--- config.mk ---
export PLATFORM = sky130hd
export DESIGN_NAME = player_ctrl
export DESIGN_NICKNAME = d
export VERILOG_FILES = /design/src/rtl/player_ctrl.sv
export SDC_FILE = /design/constraint.sdc
export NUM_CORES = 1
export LEC_CHECK = 0
export ABC_AREA = 1
export CAP_MARGIN = 0
export CORE_MARGIN = 3
export CORE_UTILIZATION = 25
export DETAILED_ROUTE_END_ITERATION = 12
export PLACE_DENSITY = 0.42
export SLEW_MARGIN = 20
export SYNTH_ARGS = -nofsm -noshare
export SYNTH_HDL_FRONTEND = slang
export SYNTH_SLANG_ARGS = --single-unit
--- constraint.sdc ---
create_clock -name clk_i -period 2.3 [get_ports clk_i]
set_clock_uncertainty 0.15 [all_clocks]
set_input_delay 0.575 -clock clk_i [delete_from_list [all_inputs] [get_ports clk_i]]
set_output_delay 0.575 -clock clk_i [all_outputs]
set_load 0.1 [all_outputs]
--- src/rtl/player_ctrl.sv ---
// player_ctrl: player ship controller. Tracks lives, horizontal position,
// shot cooldown and the hit-flash / level-clear / game-over pauses.
//
// state  | meaning
// -------+-----------------------------------------------------------
// IDLE   | active, ship stationary
// LEFT   | active, ship moves left on each frame tick
// RIGHT  | active, ship moves right on each frame tick
// HIT    | frozen after a hit, ship flashes, shoot edge resumes
// DEAD   | no lives left, ship hidden, shoot edge restarts the game
// CLEAR  | level cleared, frozen, shoot edge starts the next level
module player_ctrl #(
   parameter int lives_p      = 3,
   parameter int screen_w_p   = 640,
   parameter int ship_w_p     = 32,
   parameter int step_p       = 4,
   parameter int start_left_p = 304,
   parameter int cooldown_p   = 16,
   parameter int flash_p      = 8
) (
   input  logic       clk_i,
   input  logic       reset_ni,
   input  logic       frame_tick_i,
   input  logic       move_left_i,
   input  logic       move_right_i,
   input  logic       shoot_i,
   input  logic       hit_i,
   input  logic       level_clear_i,
   output logic       fire_o,
   output logic       alive_o,
   output logic [3:0] lives_o,
   output logic [9:0] pos_left_o,
   output logic [9:0] pos_right_o,
   output logic       paused_o,
   output logic       visible_o,
   output logic [5:0] state_o
);

   localparam int CoolW  = $clog2(cooldown_p + 1);
   localparam int FlashW = $clog2(flash_p + 1);

   localparam logic [10:0]       MaxLeft   = 11'(screen_w_p - ship_w_p);
   localparam logic [10:0]       Step      = 11'(step_p);
   localparam logic [9:0]        StartLeft = 10'(start_left_p);
   localparam logic [9:0]        ShipSpan  = 10'(ship_w_p - 1);
   localparam logic [3:0]        LivesInit = 4'(lives_p);
   localparam logic [CoolW-1:0]  CoolLoad  = CoolW'(cooldown_p);
   localparam logic [CoolW-1:0]  CoolOne   = CoolW'(1);
   localparam logic [FlashW-1:0] FlashLast = FlashW'(flash_p - 1);
   localparam logic [FlashW-1:0] FlashOne  = FlashW'(1);

   typedef enum logic [2:0] {
      ST_IDLE,
      ST_LEFT,
      ST_RIGHT,
      ST_HIT,
      ST_DEAD,
      ST_CLEAR
   } state_e;

   state_e              state_q;
   logic [3:0]          lives_q;
   logic [9:0]          pos_q;
   logic [CoolW-1:0]    cool_q;
   logic [FlashW-1:0]   flash_q;
   logic                visible_q;
   logic                fire_q;
   logic                shoot_q;

   logic                shoot_rise;
   logic [3:0]          lives_dec;
   logic [10:0]         pos_ext;
   logic [10:0]         pos_sum;
   logic [10:0]         pos_dif;
   logic [9:0]          pos_moved;
   state_e              dir_state;

   assign shoot_rise = shoot_i & ~shoot_q;
   assign lives_dec  = lives_q - 4'd1;
   assign pos_ext    = {1'b0, pos_q};
   assign pos_sum    = pos_ext + Step;
   assign pos_dif    = pos_ext - Step;

   // Saturating one-frame move for the present direction; 11-bit so neither end wraps.
   always_comb begin
      pos_moved = pos_q;
      case (state_q)
         ST_LEFT:  pos_moved = (pos_ext < Step) ? 10'd0 : pos_dif[9:0];
         ST_RIGHT: pos_moved = (pos_sum > MaxLeft) ? MaxLeft[9:0] : pos_sum[9:0];
         default:  pos_moved = pos_q;
      endcase
   end

   // Direction requested by the buttons; both or neither means stand still.
   always_comb begin
      dir_state = ST_IDLE;
      if (move_left_i && !move_right_i) begin
         dir_state = ST_LEFT;
      end else if (move_right_i && !move_left_i) begin
         dir_state = ST_RIGHT;
      end
   end

   // Main FSM with all registered state: lives, position, cooldown, flash and fire.
   always_ff @(posedge clk_i or negedge reset_ni) begin
      if (!reset_ni) begin
         state_q   <= ST_IDLE;
         lives_q   <= LivesInit;
         pos_q     <= StartLeft;
         cool_q    <= '0;
         flash_q   <= '0;
         visible_q <= 1'b1;
         fire_q    <= 1'b0;
         shoot_q   <= 1'b1;
      end else begin
         shoot_q <= shoot_i;
         fire_q  <= 1'b0;
         case (state_q)
            ST_IDLE, ST_LEFT, ST_RIGHT: begin
               if (frame_tick_i && cool_q != '0) begin
                  cool_q <= cool_q - CoolOne;
               end
               if (hit_i) begin
                  lives_q <= lives_dec;
                  flash_q <= '0;
                  if (lives_dec == 4'd0) begin
                     state_q   <= ST_DEAD;
                     visible_q <= 1'b0;
                  end else begin
                     state_q <= ST_HIT;
                  end
               end else if (level_clear_i) begin
                  state_q <= ST_CLEAR;
               end else begin
                  state_q <= dir_state;
                  if (frame_tick_i) begin
                     pos_q <= pos_moved;
                  end
                  // An edge that arrives during cooldown is dropped, not queued.
                  if (shoot_rise && cool_q == '0) begin
                     fire_q <= 1'b1;
                     cool_q <= CoolLoad;
                  end
               end
            end
            ST_HIT: begin
               if (shoot_rise) begin
                  state_q   <= ST_IDLE;
                  visible_q <= 1'b1;
                  cool_q    <= '0;
               end else if (frame_tick_i) begin
                  if (flash_q == FlashLast) begin
                     flash_q   <= '0;
                     visible_q <= ~visible_q;
                  end else begin
                     flash_q <= flash_q + FlashOne;
                  end
               end
            end
            ST_DEAD: begin
               if (shoot_rise) begin
                  state_q   <= ST_IDLE;
                  lives_q   <= LivesInit;
                  pos_q     <= StartLeft;
                  cool_q    <= '0;
                  visible_q <= 1'b1;
               end
            end
            ST_CLEAR: begin
               if (shoot_rise) begin
                  state_q   <= ST_IDLE;
                  pos_q     <= StartLeft;
                  cool_q    <= '0;
                  visible_q <= 1'b1;
               end
            end
            default: begin
               state_q   <= ST_IDLE;
               visible_q <= 1'b1;
            end
         endcase
      end
   end

   // One-hot present-state decode, LSB = IDLE.
   always_comb begin
      state_o = 6'b000000;
      case (state_q)
         ST_IDLE:  state_o = 6'b000001;
         ST_LEFT:  state_o = 6'b000010;
         ST_RIGHT: state_o = 6'b000100;
         ST_HIT:   state_o = 6'b001000;
         ST_DEAD:  state_o = 6'b010000;
         ST_CLEAR: state_o = 6'b100000;
         default:  state_o = 6'b000000;
      endcase
   end

   assign fire_o      = fire_q;
   assign alive_o     = (lives_q != 4'd0);
   assign lives_o     = lives_q;
   assign pos_left_o  = pos_q;
   assign pos_right_o = pos_q + ShipSpan;
   assign paused_o    = (state_q == ST_HIT) || (state_q == ST_DEAD) || (state_q == ST_CLEAR);
   assign visible_o   = visible_q;

endmodule
Yosys cells after proc, flatten, opt, wreduce, memory -nomap -nowiden
Index checks and enable logic that the tools add are counted.
Widths: inputs -> output; s select.
- output and inout bits: 34
- register bits: 29
- add/sub/neg operators: 6
- mux-type cells: 41
- bitwise operators: 3
- $lt $le $gt $ge: 2
- equality and inequality tests: 19
- reductions and logical operators: 25
- operators with widths (cell ; count):
    $mux 10 ; 6
    $pmux 10 s2 ; 2
    $pmux 6 s6 ; 1
    $mux 5 ; 5
    $mux 4 ; 6
    $ne 2x2->1 const B ; 8
    $pmux 4 s2 ; 2
    $mux 3 ; 4
    $add 10x3->11 const B ; 1
    $gt 11x10->1 const B ; 1
    $add 10x5->10 const B ; 1
    $lt 10x3->1 const B ; 1
    $mux 1 ; 10
    $pmux 5 s2 ; 1
    $sub 10x3->10 const B ; 1
    $ne 3x3->1 const B ; 3
    $reduce_bool 2->1 ; 4
    $eq 3x2->1 const B ; 2
    $eq 3x3->1 const B ; 2
    $pmux 3 s2 ; 1
    $reduce_and 6->1 ; 1
    $reduce_or 3->1 ; 2
    $logic_not 5->1 ; 1
    $reduce_and 5->1 ; 1
    21 further kinds ; 29

Depth between registers and ports, before layout
Gate-level depths: netlist of the first run.
- depth in word-level cells: 8
- gate-level depth with buffers: 13
- gate-level depth less buffers: 13

Least setup slack after synthesis of the first run
No wires, ideal clock.
- path type: reg-to-output
- start: reg pos_q[2], in the netlist pos_left_o[2]
- end: out pos_right_o[8]
- stages on the path, launching flop included: 8
- data arrival time: 3.972 ns
- data required time: 1.575 ns
- setup slack: -2.397 ns
- buffers on the path: 0
- path through: dfrtp_1 inv_1 ha_1 inv_1 nor2_1 nor2_1 nand2_1 xor2_1
- word-level cells in the longest chain between the ends: 1
- RTL lines (item ; line ; RTL):
    start, declared ; 63 ; logic [9:0] pos_q;
    start signal, assigned ; 109 ; pos_q <= StartLeft;
    start signal, assigned ; 137 ; pos_q <= pos_moved;
    start signal, assigned ; 164 ; pos_q <= StartLeft;
    $add 10x5->10 ; 203 ; assign pos_right_o = pos_q + ShipSpan;
    end, declared ; 33 ; output logic [9:0] pos_right_o,
Every way passes these cells.

Worst setup path after layout of the first run
- start: reg pos_q[2], in the netlist pos_left_o[2]
- end: out pos_right_o[6]
Same word-level chain as after synthesis.

==> run metrics, run 1 <==
status=finished, violations left; failing checks=negative setup slack; DP Cell Count=455; CTS HTree Levels=1; I/O Pins=42; DR vias=2057; max_cap viols=0; Placed Area=3080 µm²; Die W=96.9 µm; synthesized cell area=2070 µm²; Final Non-Filler Cells=469; CTS Sinks=27; FMAX=0.413 GHz; Root Driver=clkbuf_8; Seq/Total Area, Yosys=33.1%; CTS Buf Count=3; die area=9390 µm²; share of cells above drive strength 1=31.1%; Core Area=7890 µm²; library cells used by synthesis=36; Total GRT Usage=12.4%; Worst Hold Class=register to register; syn avg cell area=6.82 µm²; Reg clk slew, reported paths=0.09 ns; number of nets in the layout=385; Slew Limit Fails=0; first-pass GRT wire length=9830 µm; slowest CP cell=dfrtp_4; post-route cell area=3270 µm²; number of global-route vias before repair=2104; CP Capture Type=output pin; CP arrival=1.69 ns; Layout area overhead=58.3%; CP required=1.57 ns; Synth Instances=303; initial antenna violation count=0; gr ovfl total=0; CP startpoint kind=register; most frequent CP cell=nor2_4; n_diodes=0; r2r setup slk=0.31 ns; Period minus WS final=2.42 ns; kind of cell adding the most delay to the critical path=flip-flops; DRT Pass-1 Iters=4; Fin. Hold Viols=0; via/cell ratio=4.39; Initial DRC Count=78; row count=32; TritonCTS clock tree=yes; Initial Utilization=26.2%; WP buf/inv=4; critical path peak fanout=3; Routed WL=5600 µm; period utilization=105%; CP Cell Sequence=clkinvlp_4 -> ha_4 -> inv_2 -> nor2_4 -> nor2_4 -> buf_6 -> xor2_4 -> buf_12; critical path type=register to output pin; DRT antenna net count=0; wire per inst=11.9 µm; Clock Latency Late Sink=0.27 ns; Max Root-Sink Buffers=2; worst setup margin=-0.120 ns; RSZ-0062 raised after global routing=yes; crit-path max cell delay=0.49 ns; #FFs+latches synth=27; largest net degree at the start of global routing=28; Synth Warn #=0; drt drc=0; number of port buffers=37; gpl congestion=0.823; count of final setup violators=6; Die H=96.9 µm; HPWL after DPL=4610 µm
## registers in the layout (all words and copies together) (netlist names)
register	count
lives_o	4
cool_q	5
visible_o	1
shoot_q	1
fire_o	1
state_q	3
flash_q	4
pos_left_o	8
## layout make-up
class / instances / area [µm²]
clock buffers: 4 / 45.0
multi-input cells: 215 / 1320
well taps: 102 / 128
fillers: 796 / 4620
repair buffers: 66 / 862
inverters: 55 / 219
flip-flops and latches: 27 / 699
## cells in the mapped netlist
cell type / count / share of area, %
dfrtp_1: 20 / 24
nor2_4: 1 / 0.55
a21boi_0: 1 / 0.36
nand2_2: 4 / 1.2
o21ai_0: 13 / 3.1
buf_2: 2 / 0.48
clkbuf_1: 2 / 0.36
dfstp_2: 7 / 8.9
nand3_1: 23 / 5.6
nor2_2: 3 / 0.91
conb_1: 2 / 0.36
nand3_2: 1 / 0.48
nand4_1: 6 / 1.8
xnor2_1: 1 / 0.42
o22ai_1: 5 / 1.5
inv_2: 5 / 0.91
o21a_1: 1 / 0.36
nor3_1: 7 / 1.7
a22oi_1: 1 / 0.36
o21bai_1: 1 / 0.36
o21ai_1: 2 / 0.48
a211oi_1: 1 / 0.36
or2_2: 1 / 0.30
xor2_1: 10 / 4.2
ha_1: 9 / 5.5
inv_1: 50 / 9.1
nand2_1: 70 / 13
nand3_4: 1 / 0.85
a31oi_1: 1 / 0.30
nor2_1: 35 / 6.4
a21oi_1: 8 / 1.9
o211ai_1: 1 / 0.36
buf_4: 4 / 1.5
a21boi_1: 1 / 0.36
a31oi_2: 1 / 0.61
nand2_4: 2 / 1.1
## cell usage in the layout, fill, tap and decap left out, types with 4 or more instances in the layout
cell             netlist  routed
nand2_1               70      67
inv_1                 50      44
nor2_1                35      32
buf_4                  4      29
buf_12                 0      27
nand3_1               23      21
dfrtp_1               20      16
o21ai_0               13      13
inv_2                  5       8
a21oi_1                8       8
ha_1                   9       7
clkdlybuf4s50_1        0       7
xor2_1                10       6
nand4_1                6       6
nand2_2                4       5
nor3_1                 7       5
o22ai_1                5       5
dfstp_2                7       5
nand2_4                2       4
nor2_2                 3       4
xor2_4                 0       4
conb_1                 2       4
## logic make-up after synthesis
family	Yosys count	share of synthesized area [%]
buf+inv	63	12.3
flops	27	33.1
fa+ha+maj	9	5.45
xor+xnor	11	4.66
other cells	2	0.364
compound gates	37	10.5
simple gates	154	33.6
## final timing paths
| check | from | end | cells after the start |
|---|---|---|---|
| max in group asynchronous | reset_ni | pos_left_o[8]$_DFFE_PN1P_ | 2 |
| min in group asynchronous | reset_ni | cool_q[1]$_DFFE_PN0P_ | 2 |
| max | pos_left_o[2]$_DFFE_PN0P_ | pos_right_o[6] | 8 |
| max reg2reg | lives_o[0]$_DFFE_PN1P_ | state_q[1]$_DFFE_PN0P_ | 7 |
| min | visible_o$_DFFE_PN1P_ | visible_o$_DFFE_PN1P_ | 2 |
| min reg2reg | visible_o$_DFFE_PN1P_ | visible_o$_DFFE_PN1P_ | 2 |
## per-stage QoR
step	TNS, ns	utilization [%]	hold slack, ns	worst slack (ns)
6_report	-0.420	41.5	0.380	-0.120
5_1_grt	-0.887	41.5	0.404	-0.202
4_1_cts	-0.649	40.5	0.385	-0.148
3_5_place_dp	0	39.1	0.368	0.0899
3_3_place_gp	0	39.1	0.368	0.0984
2_1_floorplan	-7.99	-	0.129	-1.01
## what timing repair did
item,in CTS,in global routing
hold buffers,0,0
setup endpoints to repair,8,9
pin swaps,5,0
setup buffers,6,4
gates resized for setup,8,12
## routing by layer
metal / GRT usage (%) / wire length [µm] / up-vias / share of wire (%)
li1: - / - / 1072 / -
met2: 21.8 / 2790 / 39 / 50
met5: 0 / 0 / - / 0
met4: 3.35 / 95 / 0 / 1.7
met3: 1.51 / 161 / 10 / 2.9
met1: 16.0 / 2550 / 936 / 46
## worst register-to-register path: cells and delay by family (launching register included)
family          cells  cell delay [ns]
simple gates        3             0.50
compound gates      1             0.06
xor+xnor            1             0.19
flops               1             0.65
fa+ha+maj           1             0.22
buf+inv             1             0.10
Power of run 1 is not shown: default switching activity piles up to over one toggle a cycle in this logic, so the estimate is an artifact.
==> run 2: changes to the inputs <==
--- a/config.mk
+++ b/config.mk
@@ -6,11 +6,11 @@
 export NUM_CORES = 1
 export LEC_CHECK = 0
 export ABC_AREA = 1
+export ABC_CLOCK_PERIOD_IN_PS = 2300
 export CAP_MARGIN = 0
 export CORE_MARGIN = 3
 export CORE_UTILIZATION = 25
 export DETAILED_ROUTE_END_ITERATION = 12
-export PLACE_DENSITY = 0.42
 export SLEW_MARGIN = 20
 export SYNTH_ARGS = -nofsm -noshare
 export SYNTH_HDL_FRONTEND = slang
==> run metrics, run 2 (same netlist as run 1, synthesis figures left out) <==
status=finished, violations left; failing checks=negative setup slack; Slew Limit Fails=0; Routed WL=5310 µm; Root Driver=clkbuf_8; Initial Utilization=26.2%; via/cell ratio=4.45; Fin Setup TNS=-0.424 ns; fin util=41.3%; largest net degree at the start of global routing=28; CP required=1.57 ns; post-route cell area=3260 µm²; Clock Latency Late Sink=0.28 ns; wire per inst=11.3 µm; Die H=96.9 µm; most frequent CP cell=nor2_4; gpl congestion=0.922; number of fill cells=801; CTS Sinks=27; die area=9390 µm²; gr ovfl total=0; TritonCTS clock tree=yes; hold path depth=2; count of final setup violators=5; CP startpoint kind=register; most frequent cells in the layout=nand2_1, inv_1, nor2_1; Max Root-Sink Buffers=2; Total GRT Usage=11.6%; crit-path max cell delay=0.43 ns; kind of cell adding the most delay to the critical path=buffers and inverters; most common cell after layout, fill and taps aside=nand2_1; number of nets in the layout=384; number of port buffers=37; FMAX=0.415 GHz; CTS Buf Count=3; first-pass GRT wire length=9200 µm; Placed Area=3090 µm²; WP buf/inv=4; DRT antenna net count=0; initial antenna violation count=0; worst slack, placed=0.0438 ns; HPWL after DPL=4270 µm; share of cells above drive strength 1=30.6%; period utilization=105%; CP Depth=8; Die W=96.9 µm; CP arrival=1.68 ns; critical path type=register to output pin; drt drc=0; CTS HTree Levels=1; RSZ-0062 raised after global routing=yes; CP Cell Sequence=clkinvlp_4 -> ha_4 -> inv_2 -> nor2_4 -> nor2_4 -> buf_6 -> xor2_4 -> buf_12; Initial DRC Count=78; CP Capture Type=output pin; Period minus WS final=2.41 ns; number of flip-flops in the largest register=8; row count=32; Layout area overhead=57.7%; slowest CP cell=dfrtp_4; DR vias=2083; Reg clk slew, reported paths=0.10 ns; n_diodes=0; worst setup margin=-0.109 ns; Worst Hold Class=register to register; cells on worst reg2reg path=12; number of global-route vias before repair=2063; max_cap viols=0; Fin. Hold Viols=0; Core Area=7890 µm²; I/O Pins=42; DRT Pass-1 Iters=4; critical path peak fanout=3
==> run 2: cell types whose count changed in the layout (fill, tap and decap cells not counted), sizes merged <==
cell / delta
clkinv: +1
clkbuf: -1
buf: -1
==> run 2: layout make-up <==
| cell class | instances | area (µm²) | share of cell area, % |
|---|---|---|---|
| Clock buffer | 3 | 41.3 | 1.27 |
| Clock inverter | 1 | 5.00 | 0.154 |
| Inverter | 55 | 214 | 6.57 |
| Multi-Input combinational cell | 215 | 1300 | 39.9 |
| Sequential cell | 27 | 697 | 21.4 |
| Tap cell | 102 | 128 | 3.92 |
| Timing Repair Buffer | 65 | 872 | 26.8 |
==> run 2: final timing paths <==
check                                     startpoint                   endpoint  slack, ns
min in group asynchronous                   reset_ni     flash_q[1]$_DFFE_PN0P_       0.50
setup reg to reg           pos_left_o[2]$_DFFE_PN0P_  pos_left_o[6]$_DFFE_PN0P_       0.29
hold / removal                 visible_o$_DFFE_PN1P_      visible_o$_DFFE_PN1P_       0.37
max in group asynchronous                   reset_ni  pos_left_o[4]$_DFFE_PN1P_       1.18
setup / recovery           pos_left_o[2]$_DFFE_PN0P_             pos_right_o[6]      -0.11
hold reg to reg                visible_o$_DFFE_PN1P_      visible_o$_DFFE_PN1P_       0.37
==> run 2: per-layer routing <==
layer  part of all wire [%]  wire length (µm)  track usage, %  vias up
met3                    3.0               159            1.23        5
met1                     46              2420            14.7      965
met4                    1.1                59            3.24        0
met2                     50              2670            20.6       41
met5                      0                 0               0        -
li1                       -                 -               -     1072
==> run 2: what timing repair did <==
item                                    CTS  global route
pin swaps                                 3             2
setup buffers                             7             4
hold buffers                              0             0
gates resized for setup                   3             9
endpoints found under the setup margin    7             9
endpoints found under the hold margin     0             0
==> run 2: worst register-to-register path, delay by kind of cell (launching register included) <==
kind            cells  cell delay (ns)
compound gates      2             0.24
buf+inv             4             0.39
fa+ha+maj           1             0.14
flops               1             0.50
simple gates        5             0.49
==> run 2: metrics by stage <==
stage,cells,hold WS [ns]
after floorplan,305,0.129
after global placement,453,0.367
after detailed placement,453,0.366
after CTS,464,0.380
after global routing,468,0.411
final,468,0.374
Power of run 2 is left out for the same reason.
==> run 3: changes to the inputs <==
--- a/config.mk
+++ b/config.mk
@@ -11,6 +11,7 @@
 export CORE_MARGIN = 3
 export CORE_UTILIZATION = 25
 export DETAILED_ROUTE_END_ITERATION = 12
+export GPL_TIMING_DRIVEN = 1
 export SLEW_MARGIN = 20
 export SYNTH_ARGS = -nofsm -noshare
 export SYNTH_HDL_FRONTEND = slang
==> results of run 3 <==
Final layout, timing and power as in run 2 (identical DEF).
Power of run 3 is left out for the same reason.
